===== config.mk =====
export PLATFORM = sky130hd
export DESIGN_NAME = key_scan_sched
export DESIGN_NICKNAME = d
export VERILOG_FILES = /design/src/rtl/debounce_pkg.sv /design/src/rtl/key_sync.sv /design/src/rtl/key_scan_sched.sv
export SDC_FILE = /design/constraint.sdc
export NUM_CORES = 1
export LEC_CHECK = 0
export ABC_CLOCK_PERIOD_IN_PS = 3230
export CORE_ASPECT_RATIO = 0.7
export CORE_MARGIN = 5
export CORE_UTILIZATION = 50
export CTS_CLUSTER_DIAMETER = 80
export DETAILED_ROUTE_END_ITERATION = 10
export PLACE_DENSITY = 0.71
export SYNTH_ARGS = -nofsm -noshare
export SYNTH_HDL_FRONTEND = slang
export SYNTH_SLANG_ARGS = --single-unit

===== constraint.sdc =====
create_clock -name clk_i -period 3.23 [get_ports clk_i]
set_clock_uncertainty 0.2 [all_clocks]
set_input_delay 0.323 -clock clk_i [delete_from_list [all_inputs] [get_ports clk_i]]
set_output_delay 0.323 -clock clk_i [all_outputs]
set_load 0.01 [all_outputs]

===== src/rtl/debounce_pkg.sv =====
// -----------------------------------------------------------------------------
// debounce_pkg
// Shared types and helpers for the key debounce blocks.
//   sched_state_t : scheduler FSM states (IDLE, SETTLE, REPORT, RELEASE)
//   glitch_cycles : number of clock cycles covering a glitch-filter window,
//                   rounded up so the window is never shorter than requested
// -----------------------------------------------------------------------------
package debounce_pkg;

    typedef enum logic [1:0] {
        IDLE    = 2'd0,
        SETTLE  = 2'd1,
        REPORT  = 2'd2,
        RELEASE = 2'd3
    } sched_state_t;

    // ceil(time_ns * freq_mhz / 1000) in integer arithmetic
    function automatic int glitch_cycles(input int freq_mhz, input int time_ns);
        return (time_ns * freq_mhz + 999) / 1000;
    endfunction

endpackage


===== src/rtl/key_sync.sv =====
// -----------------------------------------------------------------------------
// key_sync
// Two-flop synchronizer for a vector of independent asynchronous inputs.
// Resets to all ones so that active-low keys read as released out of reset.
//   clk_i  : clock
//   rst_ni : asynchronous active-low reset
//   d_i    : raw asynchronous inputs
//   q_o    : synchronized inputs
// -----------------------------------------------------------------------------
module key_sync #(
    parameter int W = 4
) (
    input  logic         clk_i,
    input  logic         rst_ni,
    input  logic [W-1:0] d_i,
    output logic [W-1:0] q_o
);

    logic [W-1:0] meta_d, meta_q;
    logic [W-1:0] sync_d, sync_q;

    always_comb begin
        meta_d = d_i;
        sync_d = meta_q;
    end

    always_ff @(posedge clk_i or negedge rst_ni) begin
        if (!rst_ni) begin
            meta_q <= '1;
            sync_q <= '1;
        end else begin
            meta_q <= meta_d;
            sync_q <= sync_d;
        end
    end

    assign q_o = sync_q;

endmodule


===== src/rtl/key_scan_sched.sv =====
// -----------------------------------------------------------------------------
// key_scan_sched
// Round-robin debounce scheduler: one shared glitch timer serves KEY_CNT
// active-low keys. Keys are scanned one per cycle; the first pressed key is
// locked, qualified for CLK_CYCLES stable cycles, reported once over a
// valid/ready interface, and then must be released for CLK_CYCLES stable
// cycles before the scan resumes at the key after the locked one.
//
// Handshake: event_valid_o is held high with event_key_o stable until the
// cycle where event_valid_o && event_ready_i; that cycle transfers the event
// and valid drops on the next cycle.
//
//   clk_i         : clock, rising edge
//   rst_ni        : asynchronous active-low reset
//   keys_i        : raw asynchronous keys, 0 = pressed
//   event_ready_i : consumer accepts the event
//   event_valid_o : debounced press event available
//   event_key_o   : index of the locked key (driven in every state)
//   busy_o        : scheduler is not in IDLE
// -----------------------------------------------------------------------------
module key_scan_sched
    import debounce_pkg::*;
#(
    parameter  int CLK_FREQ_MHZ   = 200,
    parameter  int GLITCH_TIME_NS = 500,
    parameter  int KEY_CNT        = 4,
    localparam int KEY_W          = (KEY_CNT <= 2) ? 1 : $clog2(KEY_CNT)
) (
    input  logic               clk_i,
    input  logic               rst_ni,
    input  logic [KEY_CNT-1:0] keys_i,
    input  logic               event_ready_i,
    output logic               event_valid_o,
    output logic [KEY_W-1:0]   event_key_o,
    output logic               busy_o
);

    localparam int CLK_CYCLES = glitch_cycles(CLK_FREQ_MHZ, GLITCH_TIME_NS);
    localparam int CNT_W      = $clog2(CLK_CYCLES + 1);

    localparam logic [CNT_W-1:0] CNT_LAST = CNT_W'(CLK_CYCLES - 1);
    localparam logic [KEY_W-1:0] KEY_LAST = KEY_W'(KEY_CNT - 1);

    if (CLK_CYCLES < 2) begin : g_bad_glitch_time
        $error("key_scan_sched: glitch window must span at least 2 clock cycles");
    end
    if (KEY_CNT < 2 || KEY_CNT > 64) begin : g_bad_key_cnt
        $error("key_scan_sched: KEY_CNT must be within 2..64");
    end

    // KEY_CNT need not be a power of two, so wrap explicitly.
    function automatic logic [KEY_W-1:0] next_key(input logic [KEY_W-1:0] k);
        return (k == KEY_LAST) ? '0 : k + KEY_W'(1);
    endfunction

    logic [KEY_CNT-1:0] keys_s;

    key_sync #(.W(KEY_CNT)) u_key_sync (
        .clk_i  (clk_i),
        .rst_ni (rst_ni),
        .d_i    (keys_i),
        .q_o    (keys_s)
    );

    sched_state_t     state_d, state_q;
    logic [KEY_W-1:0] ptr_d,   ptr_q;
    logic [KEY_W-1:0] lock_d,  lock_q;
    logic [CNT_W-1:0] cnt_d,   cnt_q;

    always_ff @(posedge clk_i or negedge rst_ni) begin
        if (!rst_ni) begin
            state_q <= IDLE;
            ptr_q   <= '0;
            lock_q  <= '0;
            cnt_q   <= '0;
        end else begin
            state_q <= state_d;
            ptr_q   <= ptr_d;
            lock_q  <= lock_d;
            cnt_q   <= cnt_d;
        end
    end

    always_comb begin
        state_d = state_q;
        ptr_d   = ptr_q;
        lock_d  = lock_q;
        cnt_d   = cnt_q;
        case (state_q)
            IDLE: begin
                if (!keys_s[ptr_q]) begin
                    lock_d  = ptr_q;
                    cnt_d   = '0;
                    state_d = SETTLE;
                end else begin
                    ptr_d = next_key(ptr_q);
                end
            end
            SETTLE: begin
                // A bounce back to released aborts; scanning resumes past it.
                if (keys_s[lock_q]) begin
                    state_d = IDLE;
                    ptr_d   = next_key(lock_q);
                end else if (cnt_q == CNT_LAST) begin
                    state_d = REPORT;
                end else begin
                    cnt_d = cnt_q + CNT_W'(1);
                end
            end
            REPORT: begin
                // Key level is ignored here: a raised event is never withdrawn.
                if (event_ready_i) begin
                    state_d = RELEASE;
                    cnt_d   = '0;
                end
            end
            RELEASE: begin
                if (!keys_s[lock_q]) begin
                    cnt_d = '0;
                end else if (cnt_q == CNT_LAST) begin
                    state_d = IDLE;
                    ptr_d   = next_key(lock_q);
                end else begin
                    cnt_d = cnt_q + CNT_W'(1);
                end
            end
            default: state_d = IDLE;
        endcase
    end

    assign event_valid_o = (state_q == REPORT);
    assign event_key_o   = lock_q;
    assign busy_o        = (state_q != IDLE);

endmodule


==> metrics.txt <==
post-synthesis compound-gate area fraction between 10% and 20%; Synth Register Bits 21; Yosys Warn Count 0; combinational family with the most area after synthesis simple AND/OR/NAND/NOR gates; final RePlAce weighted congestion around 0.81; combinational share of power 45.6%; Power Density 855 nW/um2; Final nets between 100 and 150; commonest cells in the netlist dfrtp_1, dfstp_2, inv_1, mux2_2, nand3_1; Int Power 0.000654 W; die height just under 50 um; Gates resized, CTS repair 0; xor and xnor fraction of the mapped netlist area less than 1%; global-route wire length before repair 3860 um; sequential power share between 40 and 50%; WL final 2130 um; Setup WS post-layout 0.915 ns; Max-slew headroom 37.3%; DRT iter0 DRCs 69; cts bufs inserted 3; Clk network pwr share between 10% and 20%; Max Freq 0.432 GHz; area grow syn2layout 14.4%; Routed WL per cell 15.0 um; # hold bufs at CTS 0; R2R Setup Slk 0.91 ns; grt met2 use between 20% and 30%; CP endpoint kind register; Tot GR Track Use 15.4%; Leak Pwr between 0.4 and 0.5 nW; FILL cells roughly 190; Peak VDD IR approximately 0.55 mV; vias per inst 5.69; met3 track demand over resource 5.53%; Synth top area share 29.4%; Post-CTS Setup Bufs 0; Post-synth EDFFs 0; Net Count, Synth around 110; Worst Path Required 3.23 ns; fin area 1260 um2; fin crit share 71.7%; Final Critical Period 2.32 ns; most frequent cell after synthesis dfrtp_1; H-tree levels 1; Post-Synthesis Cell Area 1110 um2; Top FF cell, synth dfrtp_1; # DRC 0; CORE AREA around 2100 um2; Async S/R FF share, synth 100%; grt total ovfl 0; Worst Tran Pin Value 0.937 ns; Core Rows 14; type of the worst setup path reg -> reg; Final Setup Violations 0; RSZ-0062 raised after global routing false; crit-path max FO 5; cells after synthesis 99; mux cell area share after synthesis 13.0%; final-report hold violation count 0; share of cells above drive strength 1 20.9%; sequential fraction of the synthesis area approximately half; DR pass1 iterations 5; antenna diode count 0; worst hold-check path type reg -> reg; Via Count 808; routing usage on met1 about 22%; HPWL Detailed around 1600 um; CP arrival between 2 and 2.5 ns; final antenna-violating net count 0; Switching Share 39.5%; Area contributors post-synth dfrtp_1, dfstp_2, mux2_2; clock-pin slew on the worst setup and hold paths 0.13 ns; area leader, netlist dfrtp_1; Die X 66.2 um; clk buf depth 2; input/output buffers 10; MaxCap Viol Count 0; largest net degree at the start of global routing 22; Sw Pwr 0.000427 W; post-synthesis simple-gate area fraction 16.3%; placed inst area 1230 um2; CTS tree built; Setup Total Neg Slack 0 ns; area share of fa/ha/maj cells after synthesis under 10%; io pins 11; initial antenna violation count 0; clk sinks 21; Mean Syn Cell Area 11.2 um2; outcome completed; Setup WS pre-CTS 0.926 ns; vias in the first global route 794; gr busiest metal met2; max-slew violations 0; startpoint types register; CTS root buf clkbuf_4; die area 3270 um2; Starting Density around 52%; Core Util, Final 59.2%; Synth cell types 40; clock latency on the worst-skew pair 0.31 ns
-- power groups by stage --
| stage | logic, W | clock network, W | registers, W |
|---|---|---|---|
| after floorplan | 0.000386 | 0 | 0.000419 |
| after global placement | 0.000479 | 0 | 0.000451 |
| after detailed placement | 0.000495 | 0 | 0.000462 |
| after CTS | 0.000497 | 0.000142 | 0.000456 |
| after global routing | 0.000550 | 0.000154 | 0.000478 |
| final | 0.000493 | 0.000132 | 0.000456 |
-- per-stage QoR --
step	hold WS [ns]	total power (W)	instances
detailed placement	0.147	0.000957	138
floorplan	-0.173	0.000805	99
global placement	0.146	0.000930	138
CTS	0.166	0.00109	142
global route	0.155	0.00118	142
finish	0.166	0.00108	142
-- cell usage in the layout, fill, tap and decap left out, types with 2 or more instances in the layout --
master            n
nand4_1           2
and2_1            4
ha_1              3
mux4_2            2
nand3_1           5
o21a_1            2
nand2_1           4
mux2_1            2
a31oi_1           2
nor2_1            3
clkbuf_4          3
inv_1             6
or2_2             2
dfstp_2           8
mux2_2            5
a22oi_1           2
nor2b_1           2
o211ai_1          2
dfrtp_1          13
mux2i_1           2
nand3b_1          2
o22ai_1           3
clkdlybuf4s50_1  10
a21oi_1           2
o21ai_0           2
-- area by class of cell --
type	instances	area, um2	area share, %
multi-input combinational	69	537	42.4
inverter	6	22.5	1.78
clock inverter	1	7.51	0.593
tap	32	40.0	3.17
timing repair buffer	10	100	7.91
clock buffer	3	22.5	1.78
sequential	21	536	42.3
-- critical path, cell delays in order (launching register included) --
cell,delay (ns)
dfrtp_1,0.45
mux4_2,0.56
a222oi_1,0.50
o21ai_1,0.16
mux2_1,0.34
-- registers in the layout (all words and copies together) (netlist names), named ones only --
name               flops
event_key_o            2
cnt_q                  7
u_key_sync.meta_q      4
ptr_q                  2
state_q                1
u_key_sync.q_o         4
-- final timing paths --
path / start / to / cells after the start
max: ptr_q[0] / ptr_q[1] / 4
min: u_key_sync.meta_q[0] / u_key_sync.q_o[0] / 0
max reg2reg: ptr_q[0] / ptr_q[1] / 4
min reg2reg: u_key_sync.meta_q[0] / u_key_sync.q_o[0] / 0
max in group asynchronous: rst_ni / asynchronous set/reset pin / 1
min in group asynchronous: rst_ni / cnt_q[0] / 1
-- kinds of logic after synthesis --
logic type,after synthesis
AO/OA/AOI/OAI,22
XOR/XNOR,1
adder cells (fa/ha/maj),4
buffers and inverters,9
flip-flops,21
multiplexers,11
AND/OR/NAND/NOR,31
-- metal layers --
layer	share of wire (%)	wire, um	up-vias
met5	0	0	-
met4	0.37	8	0
met3	6.6	140	2
met2	45	951	26
met1	48	1030	389
li1	-	-	391
(Power assumes the default switching activity.)
